`src/rtl/td4_ctrl_pkg.sv`:
```
`default_nettype none
// +------------------------------------------------------------------+
// | td4_ctrl_pkg : shared encodings for the TD4 run controller        |
// | Rev 1.0                                                           |
// +------------------------------------------------------------------+
package td4_ctrl_pkg;

  typedef enum logic [1:0] {
    S_LOAD = 2'b00,
    S_HALT = 2'b01,
    S_RUN  = 2'b10,
    S_STEP = 2'b11
  } state_t;

  typedef enum logic [1:0] {
    CMD_LOAD = 2'b00,
    CMD_RUN  = 2'b01,
    CMD_STEP = 2'b10,
    CMD_HALT = 2'b11
  } cmd_t;

  localparam logic [3:0] OP_JMP     = 4'b1111;
  localparam int         PROG_DEPTH = 16;

endpackage
`default_nettype wire

```
`src/rtl/td4_prog_mem.sv`:
```
`default_nettype none
// +------------------------------------------------------------------+
// | td4_prog_mem : 16x8 program store, sync write, async read,        |
// |                async active-low clear                             |
// | Rev 1.0                                                           |
// +------------------------------------------------------------------+
module td4_prog_mem
  import td4_ctrl_pkg::*;
(
  input  logic       clk,
  input  logic       rst,
  input  logic       we,
  input  logic [3:0] waddr,
  input  logic [7:0] wdata,
  input  logic [3:0] raddr,
  output logic [7:0] rdata
);

  logic [7:0] r_mem [PROG_DEPTH];

  always_ff @(posedge clk or negedge rst) begin
    if (!rst) begin
      for (int i = 0; i < PROG_DEPTH; i++) begin
        r_mem[i] <= 8'h00;
      end
    end else if (we) begin
      r_mem[waddr] <= wdata;
    end
  end

  assign rdata = r_mem[raddr];

endmodule
`default_nettype wire

```
`src/rtl/td4_run_ctrl.sv`:
```
`default_nettype none
// +------------------------------------------------------------------+
// | td4_run_ctrl : load/halt/run/step sequencer for the TD4 datapath  |
// | Option: TD4_SELF_JUMP_HALT_EN halts on a "jmp to self" in RUN/STEP|
// | Rev 1.0                                                           |
// +------------------------------------------------------------------+
module td4_run_ctrl
  import td4_ctrl_pkg::*;
#(
  parameter int RUN_DIV = 0,
  parameter int DIV_W   = 16
) (
  input  logic       clk,
  input  logic       rst,
  input  logic       cmd_valid,
  output logic       cmd_ready,
  input  logic [1:0] cmd,
  input  logic       ld_valid,
  output logic       ld_ready,
  input  logic [7:0] ld_data,
  input  logic [3:0] pc,
  input  logic       pc_co,
  output logic [7:0] instr,
  output logic       cpu_en,
  output logic       cpu_rst_n,
  output logic [1:0] state_o,
  output logic       halted
);

  localparam logic [DIV_W-1:0] c_run_div = DIV_W'(RUN_DIV);

  state_t           r_state, w_state_nx;
  logic [3:0]       r_ld_addr, w_ld_addr_nx;
  logic [DIV_W-1:0] r_div_cnt, w_div_cnt_nx;
  logic             r_cpu_rst_n;
  logic             w_cmd_acc, w_ld_acc, w_self_jmp, w_div_hit;

  assign cmd_ready = (r_state != S_STEP);
  assign ld_ready  = (r_state == S_LOAD);
  assign halted    = (r_state == S_HALT);
  assign state_o   = r_state;
  assign cpu_rst_n = r_cpu_rst_n;
  assign w_cmd_acc = cmd_valid & cmd_ready;
  assign w_ld_acc  = ld_valid & ld_ready;
  assign w_div_hit = (r_div_cnt == c_run_div);

`ifdef TD4_SELF_JUMP_HALT_EN
  assign w_self_jmp = (instr[7:4] == OP_JMP) && (instr[3:0] == pc);
`else
  assign w_self_jmp = 1'b0;
`endif

  td4_prog_mem u_mem (
    .clk   (clk),
    .rst   (rst),
    .we    (w_ld_acc),
    .waddr (r_ld_addr),
    .wdata (ld_data),
    .raddr (pc),
    .rdata (instr)
  );

  always_ff @(posedge clk or negedge rst) begin
    if (!rst) begin
      r_state     <= S_LOAD;
      r_ld_addr   <= 4'h0;
      r_div_cnt   <= '0;
      r_cpu_rst_n <= 1'b0;
    end else begin
      r_state     <= w_state_nx;
      r_ld_addr   <= w_ld_addr_nx;
      r_div_cnt   <= w_div_cnt_nx;
      r_cpu_rst_n <= (w_state_nx != S_LOAD);
    end
  end

  always_comb begin
    w_state_nx   = r_state;
    w_ld_addr_nx = w_ld_acc ? r_ld_addr + 4'd1 : r_ld_addr;
    w_div_cnt_nx = r_div_cnt;
    cpu_en       = 1'b0;

    unique case (r_state)
      S_LOAD: begin
        if (w_ld_acc && (r_ld_addr == 4'hF)) w_state_nx = S_HALT;
      end
      S_RUN: begin
        w_div_cnt_nx = w_div_hit ? '0 : r_div_cnt + DIV_W'(1);
        if (w_self_jmp || pc_co) w_state_nx = S_HALT;
        else if (w_div_hit)      cpu_en     = 1'b1;
      end
      S_STEP: begin
        w_state_nx = S_HALT;
        cpu_en     = !pc_co && !w_self_jmp;
      end
      default: ;
    endcase

    // Commands override the mode's own transition; a same-cycle byte is still written.
    if (w_cmd_acc) begin
      unique case (cmd)
        CMD_LOAD: begin
          w_state_nx   = S_LOAD;
          w_ld_addr_nx = 4'h0;
        end
        CMD_RUN: begin
          if (r_state != S_RUN) begin
            w_state_nx   = S_RUN;
            w_div_cnt_nx = '0;
          end
        end
        CMD_STEP: begin
          if (r_state != S_RUN) w_state_nx = S_STEP;
        end
        default: begin
          w_state_nx = S_HALT;
          cpu_en     = 1'b0;
        end
      endcase
    end
  end

endmodule
`default_nettype wire
```
`config.mk`:
```
export PLATFORM = sky130hd
export DESIGN_NAME = td4_run_ctrl
export DESIGN_NICKNAME = d
export VERILOG_FILES = /design/src/rtl/td4_ctrl_pkg.sv /design/src/rtl/td4_prog_mem.sv /design/src/rtl/td4_run_ctrl.sv
export SDC_FILE = /design/constraint.sdc
export NUM_CORES = 1
export LEC_CHECK = 0
export BUFFER_PORTS_ARGS = -buffer_cell sky130_fd_sc_hd__buf_4
export CORE_MARGIN = 2
export CORE_UTILIZATION = 60
export CTS_CLUSTER_SIZE = 40
export DETAILED_ROUTE_END_ITERATION = 8
export GPL_TIMING_DRIVEN = 0
export PLACE_DENSITY = 0.78
export REMOVE_ABC_BUFFERS = 1
export SYNTH_ARGS = -nofsm -noshare
export SYNTH_HDL_FRONTEND = slang
export SYNTH_SLANG_ARGS = --single-unit
```
`constraint.sdc`:
```
create_clock -name clk -period 2.3 [get_ports clk]
set_input_delay 0.115 -clock clk [delete_from_list [all_inputs] [get_ports clk]]
set_output_delay 0.115 -clock clk [all_outputs]
set_load 0.01 [all_outputs]
```
Word level (Yosys, flattened, before mapping)
Cells that the tools add are included.

Input bits: 19. Logic and storage cells: 71. Bits in registers: 151.

Reduce and logical (&&, ||, !) cells: 8. Add/subtract/negate cells: 2. $lt $le $gt $ge: 3. Bitwise gates (word level): 4. Equality and inequality tests: 8. Multiplexer cells: 26.

Operators with widths (count): 128-bit bitwise mux (1); 16-bit 2-to-1 mux (5); 8-bit binary-select mux with 4-bit select (1); 8-bit demux with 4-bit select (1); 8-bit 2-to-1 mux (3); 16-bit by 1-bit adder with 16-bit output, second input constant (1); 16-bit logical NOT (1); 4-bit 2-to-1 mux (3); 2-bit one-hot mux with 3 select lines (2); 5-bit >= comparator, second input constant (2); 2-bit 2-to-1 mux (5); 4-bit inverter with 5-bit output (2); 2-bit equality test, second input constant (3); 5-bit by 1-bit less-than comparator with 1-bit output, second input constant (1); 4-bit by 1-bit adder with 4-bit output, second input constant (1); 2-bit by 1-bit equality test with 1-bit output, second input constant (2); 4-bit equality test, second input constant (1); 2-bit logical NOT (2); 1-bit 2-to-1 mux (4); 2-bit inequality test, second input constant (2); 3-bit OR reduction (1); 1-bit AND (2); 1-bit logical AND (2); 1-bit one-hot mux with 2 select lines (1); other kinds (2) (2).

Longest topological paths before layout
Depth in word-level cells: 9. Depth in mapped cells: 7.

By module
A second synthesis with hierarchy kept.

Cells, all modules: 506. Area total of the unflattened synthesis: 7188.1 um2.

By module, submodules not included: td4_prog_mem (area each 5915.7 um2, cells each 365, instances 1); td4_run_ctrl (area each 1272.5 um2, cells each 141, instances 1).

Least setup slack after synthesis
No wires, ideal clock.

Path kind: flip-flop to flip-flop. Start point: register r_div_cnt[0]. End point: register r_div_cnt[12]. Period minus slack after synthesis: 1.720 ns. Library setup time: 0.077 ns. Data arrival time: 1.642 ns. Stages on the path, launching flop included: 6. Data required time: 2.223 ns. Path buffers: 0. Path slack: 0.580 ns. Path through: dfrtp_1 ha_1 nand4b_2 or2_0 or4_1 a21oi_1.

Longest elaborated chain between the ends: 6. Elaborated cells on any way between the ends: 7. Classes of those cells: 1 x add/sub; 5 x mux; 1 x reduce/logical.

Ends and longest elaborated chain: start, declared (line td4_run_ctrl.sv:34) `logic [DIV_W-1:0] r_div_cnt, w_div_cnt_nx;`; start signal, assigned (line td4_run_ctrl.sv:72) `r_div_cnt <= w_div_cnt_nx;`; 16-bit by 1-bit adder with 16-bit output or 16-bit logical NOT (tied branches) (line td4_run_ctrl.sv:88, td4_run_ctrl.sv:45); 16-bit 2-to-1 mux * (line td4_run_ctrl.sv:88) `w_div_cnt_nx = w_div_hit ? '0 : r_div_cnt + DIV_W'(1);`; 16-bit 2-to-1 mux * (line td4_run_ctrl.sv:83) `unique case (r_state)`; 16-bit 2-to-1 mux (line td4_run_ctrl.sv:107) `if (r_state != S_RUN) begin`; 16-bit 2-to-1 mux (line td4_run_ctrl.sv:101) `unique case (cmd)`; 16-bit 2-to-1 mux * (line td4_run_ctrl.sv:100) `if (w_cmd_acc) begin`; named net w_div_cnt_nx[12] (line td4_run_ctrl.sv:34).

Mark *: on every way through the listed nets, which the timed path passes. The rest lies on a longest branch. A chain may end at the register's enable or synchronous reset.

Worst setup path in the final report
Start point: register r_state[0] (netlist: state_o[0]). End point: register u_mem.r_mem[103] in the netlist's numbering.

Longest elaborated chain between the ends: 2.

Ends and longest elaborated chain: start, declared (line td4_run_ctrl.sv:32) `state_t r_state, w_state_nx;`; start signal, assigned (line td4_run_ctrl.sv:70) `r_state <= w_state_nx;`; 2-bit logical NOT (line td4_run_ctrl.sv:39) `assign ld_ready = (r_state == S_LOAD);`; 1-bit AND (line td4_run_ctrl.sv:44) `assign w_ld_acc = ld_valid & ld_ready;`; end signal, assigned by index (line td4_prog_mem.sv:27) `r_mem[waddr] <= wdata;`; end, declared (line td4_prog_mem.sv:19) `logic [7:0] r_mem [PROG_DEPTH];`.

Every way passes these cells.

==> impl_results.md <==
- Nets: 563
- Core Area: 11500 um2
- Fin cells: 694
- Design Area, Final: 8210 um2
- Synth Area in Simple Gates: 0.0779
- Largest net degree at the start of global routing: 81
- Fmax achieved: 432 MHz
- Reg-to-reg setup timing slack: -0.01 ns
- CP endpoint: u_mem.r_mem[103]$_DFFE_PN0P_
- Final Core Density: 0.716
- Final period util: 1.01
- Die area: 12700 um2
- EDFF count, synth: 0
- Register share of total power: 0.433
- Post-synthesis compound-gate area fraction: 0.0335
- # Max-Cap Violations: 0
- Critical path startpoint: state_o[0]$_DFF_PN0_
- Leakage power total: 0.00392 uW
- ANT cells: 0
- Min Tclk post-route: 2.31 ns
- Dpl cells: 657
- Hold Startpoint: pc_co
- Worst Setup Path Type: reg2reg
- DRC: 0
- Clk_skew: 0.0155 ns
- Share of layout cells above drive strength 1: 0.307
- Grt ovf: 0
- Post-DP HPWL: 9420 um
- Die Y: 113 um
- Worst R2R Start: state_o[0]$_DFF_PN0_
- Post-Synth XOR/XNOR Area: 0.0197
- Yosys warns: 0
- Slew Viols, Final: 0
- Fin worst setup slack: -0.0127 ns
- Clk pwr share: 0.398
- FP Rows: 39
- Drt via density: 6.37
- CTS tree: built
- Switching Power: 2030 uW
- Maximum clock path buffer count: 2
- Post-Syn Area: 7100 um2
- Top_reg_cell synth: dfrtp_1
- CP Max Fanout: 16
- Cts bufs inserted: 17
- CP arrival: 2.60 ns
- Sequential share of the synthesized area: 0.532
- Setup crit end kind: flop
- First-pass GRT wire length: 25700 um
- Tot GR Track Use: 0.266
- Adder-cell share of the synthesized area: 0.0106
- Post-DP Area: 7440 um2
- Vias in the first global route: 4761
- Power Dens Cells: 973 nW/um2
- CTS root buf: clkbuf_16
- RSZ-0062 raised after global routing: yes
- Port buffer count: 33
- Antenna-violating nets left: 0
- R2r endpoint: u_mem.r_mem[103]$_DFFE_PN0P_
- I/O pin total: 34
- Most common cell after layout, fill and taps aside: dfrtp_1
- CP startpoint kind: flop
- Async SR Flop Fraction: 1.00
- Clock sinks: 151
- Worst-margin pin slew: 0.892 ns
- CTS H-tree depth: 4
- R2R depth: 3
- Failing checks: negative setup slack
- Starting Density: 0.619
- Synthesized flop and latch total: 151
- Post-Synthesis Cells: 509
- Slew headroom: 0.404
- WL/cell: 22.7 um
- Library cells used by synthesis: 42
- Gpl congestion: 0.811
- Via count: 4419
- Switching share of power: 0.254
- Final hold vios: 0
- Synthesis-to-finish area growth: 15.6%
- Routed wire length: 15800 um
- Setup Viol. Count Final: 7
- Iteration-0 DRC Markers: 401
- Pre-antenna DRT Iters: 4
- Setup repair bufs after CTS: 0
- Status: complete, but fails checks
- Die width: 113 um
- Combinational fraction of design power: 0.170
- Total power: 7990 uW
- Initial antenna violation count: 0
- Worst-Skew Late Latency: 0.42 ns
- Leading cell types in the layout, fill and taps excluded: 150 x dfrtp_1, 71 x mux2_1, 57 x mux2_2, 32 x mux4_2, 32 x buf_4
- Proportion of synthesized area in mux cells: 0.304
- Internal: 5960 uW
- CTS clk-pin slew, worst paths: 0.06 ns
- HP Class: in2reg
- Largest family of logic cells by synthesized area: multiplexers
- Critical Path RT: 2.59 ns
- Peak supply drop: 0.660 mV
- Synthesized area per cell: 14.0 um2
layer usage:
| layer | global-route usage | wire [um] | up-vias | share of wire |
|---|---|---|---|---|
| met5 | 0 | 0 | - | 0 |
| met4 | 0.0976 | 292 | 0 | 0.019 |
| met3 | 0.0552 | 831 | 24 | 0.053 |
| met2 | 0.422 | 7800 | 140 | 0.50 |
| met1 | 0.371 | 6830 | 2320 | 0.43 |
| li1 | - | - | 1935 | - |
layout make-up:
| type | count | area [um2] |
|---|---|---|
| flip-flops and latches | 151 | 3780 |
| fillers | 760 | 3260 |
| multi-input cells | 321 | 3220 |
| clock buffers | 20 | 457 |
| repair buffers | 38 | 319 |
| clock inverters | 12 | 223 |
| well taps | 143 | 179 |
| inverters | 9 | 33.8 |
worst min path at each step:
| stage | end | slack (ns) | cells past startpoint |
|---|---|---|---|
| global route | state_o[0]$_DFF_PN0_ | 0.04 | 3 |
| finish | state_o[0]$_DFF_PN0_ | 0.05 | 3 |
| detailed placement | u_mem.r_mem[80]$_DFFE_PN0P_ | 0.18 | 1 |
| CTS | state_o[0]$_DFF_PN0_ | 0.04 | 3 |
| floorplan | cpu_rst_n$_DFF_PN0_ | -0.18 | 0 |
| global placement | state_o[1]$_DFF_PN0_ | 0.33 | 2 |
critical path, stage by stage, from the launching register on:
cell     delay [ns]
dfrtp_1        0.61
nor3b_4        0.53
nand3_1        0.55
mux2_1         0.48
power groups by stage:
stage,clock network [uW],registers (uW),logic (uW)
3_3_place_gp,0,3430,1250
6_report,3180,3460,1350
2_1_floorplan,0,3380,907
5_1_grt,3330,3510,1470
4_1_cts,3210,3450,1350
3_5_place_dp,0,3470,1320
cell usage after synthesis (8+ instances only):
cell	number	area [um2]
dfrtp_1	151	3780
xnor2_1	11	96.3
inv_1	9	33.8
mux4_2	32	721
clkbuf_1	18	67.6
nor4_1	8	50.1
a22oi_1	16	120
mux2_2	57	642
mux2_1	71	800
nor2_1	24	90.1
buf_2	9	45.0
nand2_1	22	82.6
nand3_1	12	60.1
flip-flops by register name, summed over array words and instances, names as in the netlist:
signal / cells
u_mem.r_mem: 128
state_o: 2
r_ld_addr: 4
cpu_rst_n: 1
r_div_cnt: 16
cells by family (layout without fill, tap and decap cells):
logic type               after synthesis  count (layout)
XOR/XNOR                              16              16
AO/OA/AOI/OAI                         34              34
multiplexers                         160             160
buffers and inverters                 38              79
flip-flops                           151             151
AND/OR/NAND/NOR                      104             105
adder cells (fa/ha/maj)                6               6
what timing repair did:
| action | CTS | global route |
|---|---|---|
| cloned | 1 | 0 |
| pin swaps | 1 | 1 |
| endpoints found under the setup margin | 131 | 89 |
| hold endpoints to repair | 74 | 0 |
| gates resized for setup | 6 | 4 |
| hold buffers | 4 | 0 |
metrics by stage:
stage	setup TNS [ns]	hold WS, ns	setup WS [ns]
3_3_place_gp	-57.68	0.328	-0.573
4_1_cts	0	0.0377	0.0404
3_5_place_dp	-69.88	0.176	-0.686
2_1_floorplan	-0.123	-0.181	-0.00663
5_1_grt	-3.09	0.0369	-0.0882
6_report	-0.0376	0.0547	-0.0127
Note: power is estimated with default switching activity, not from simulation.
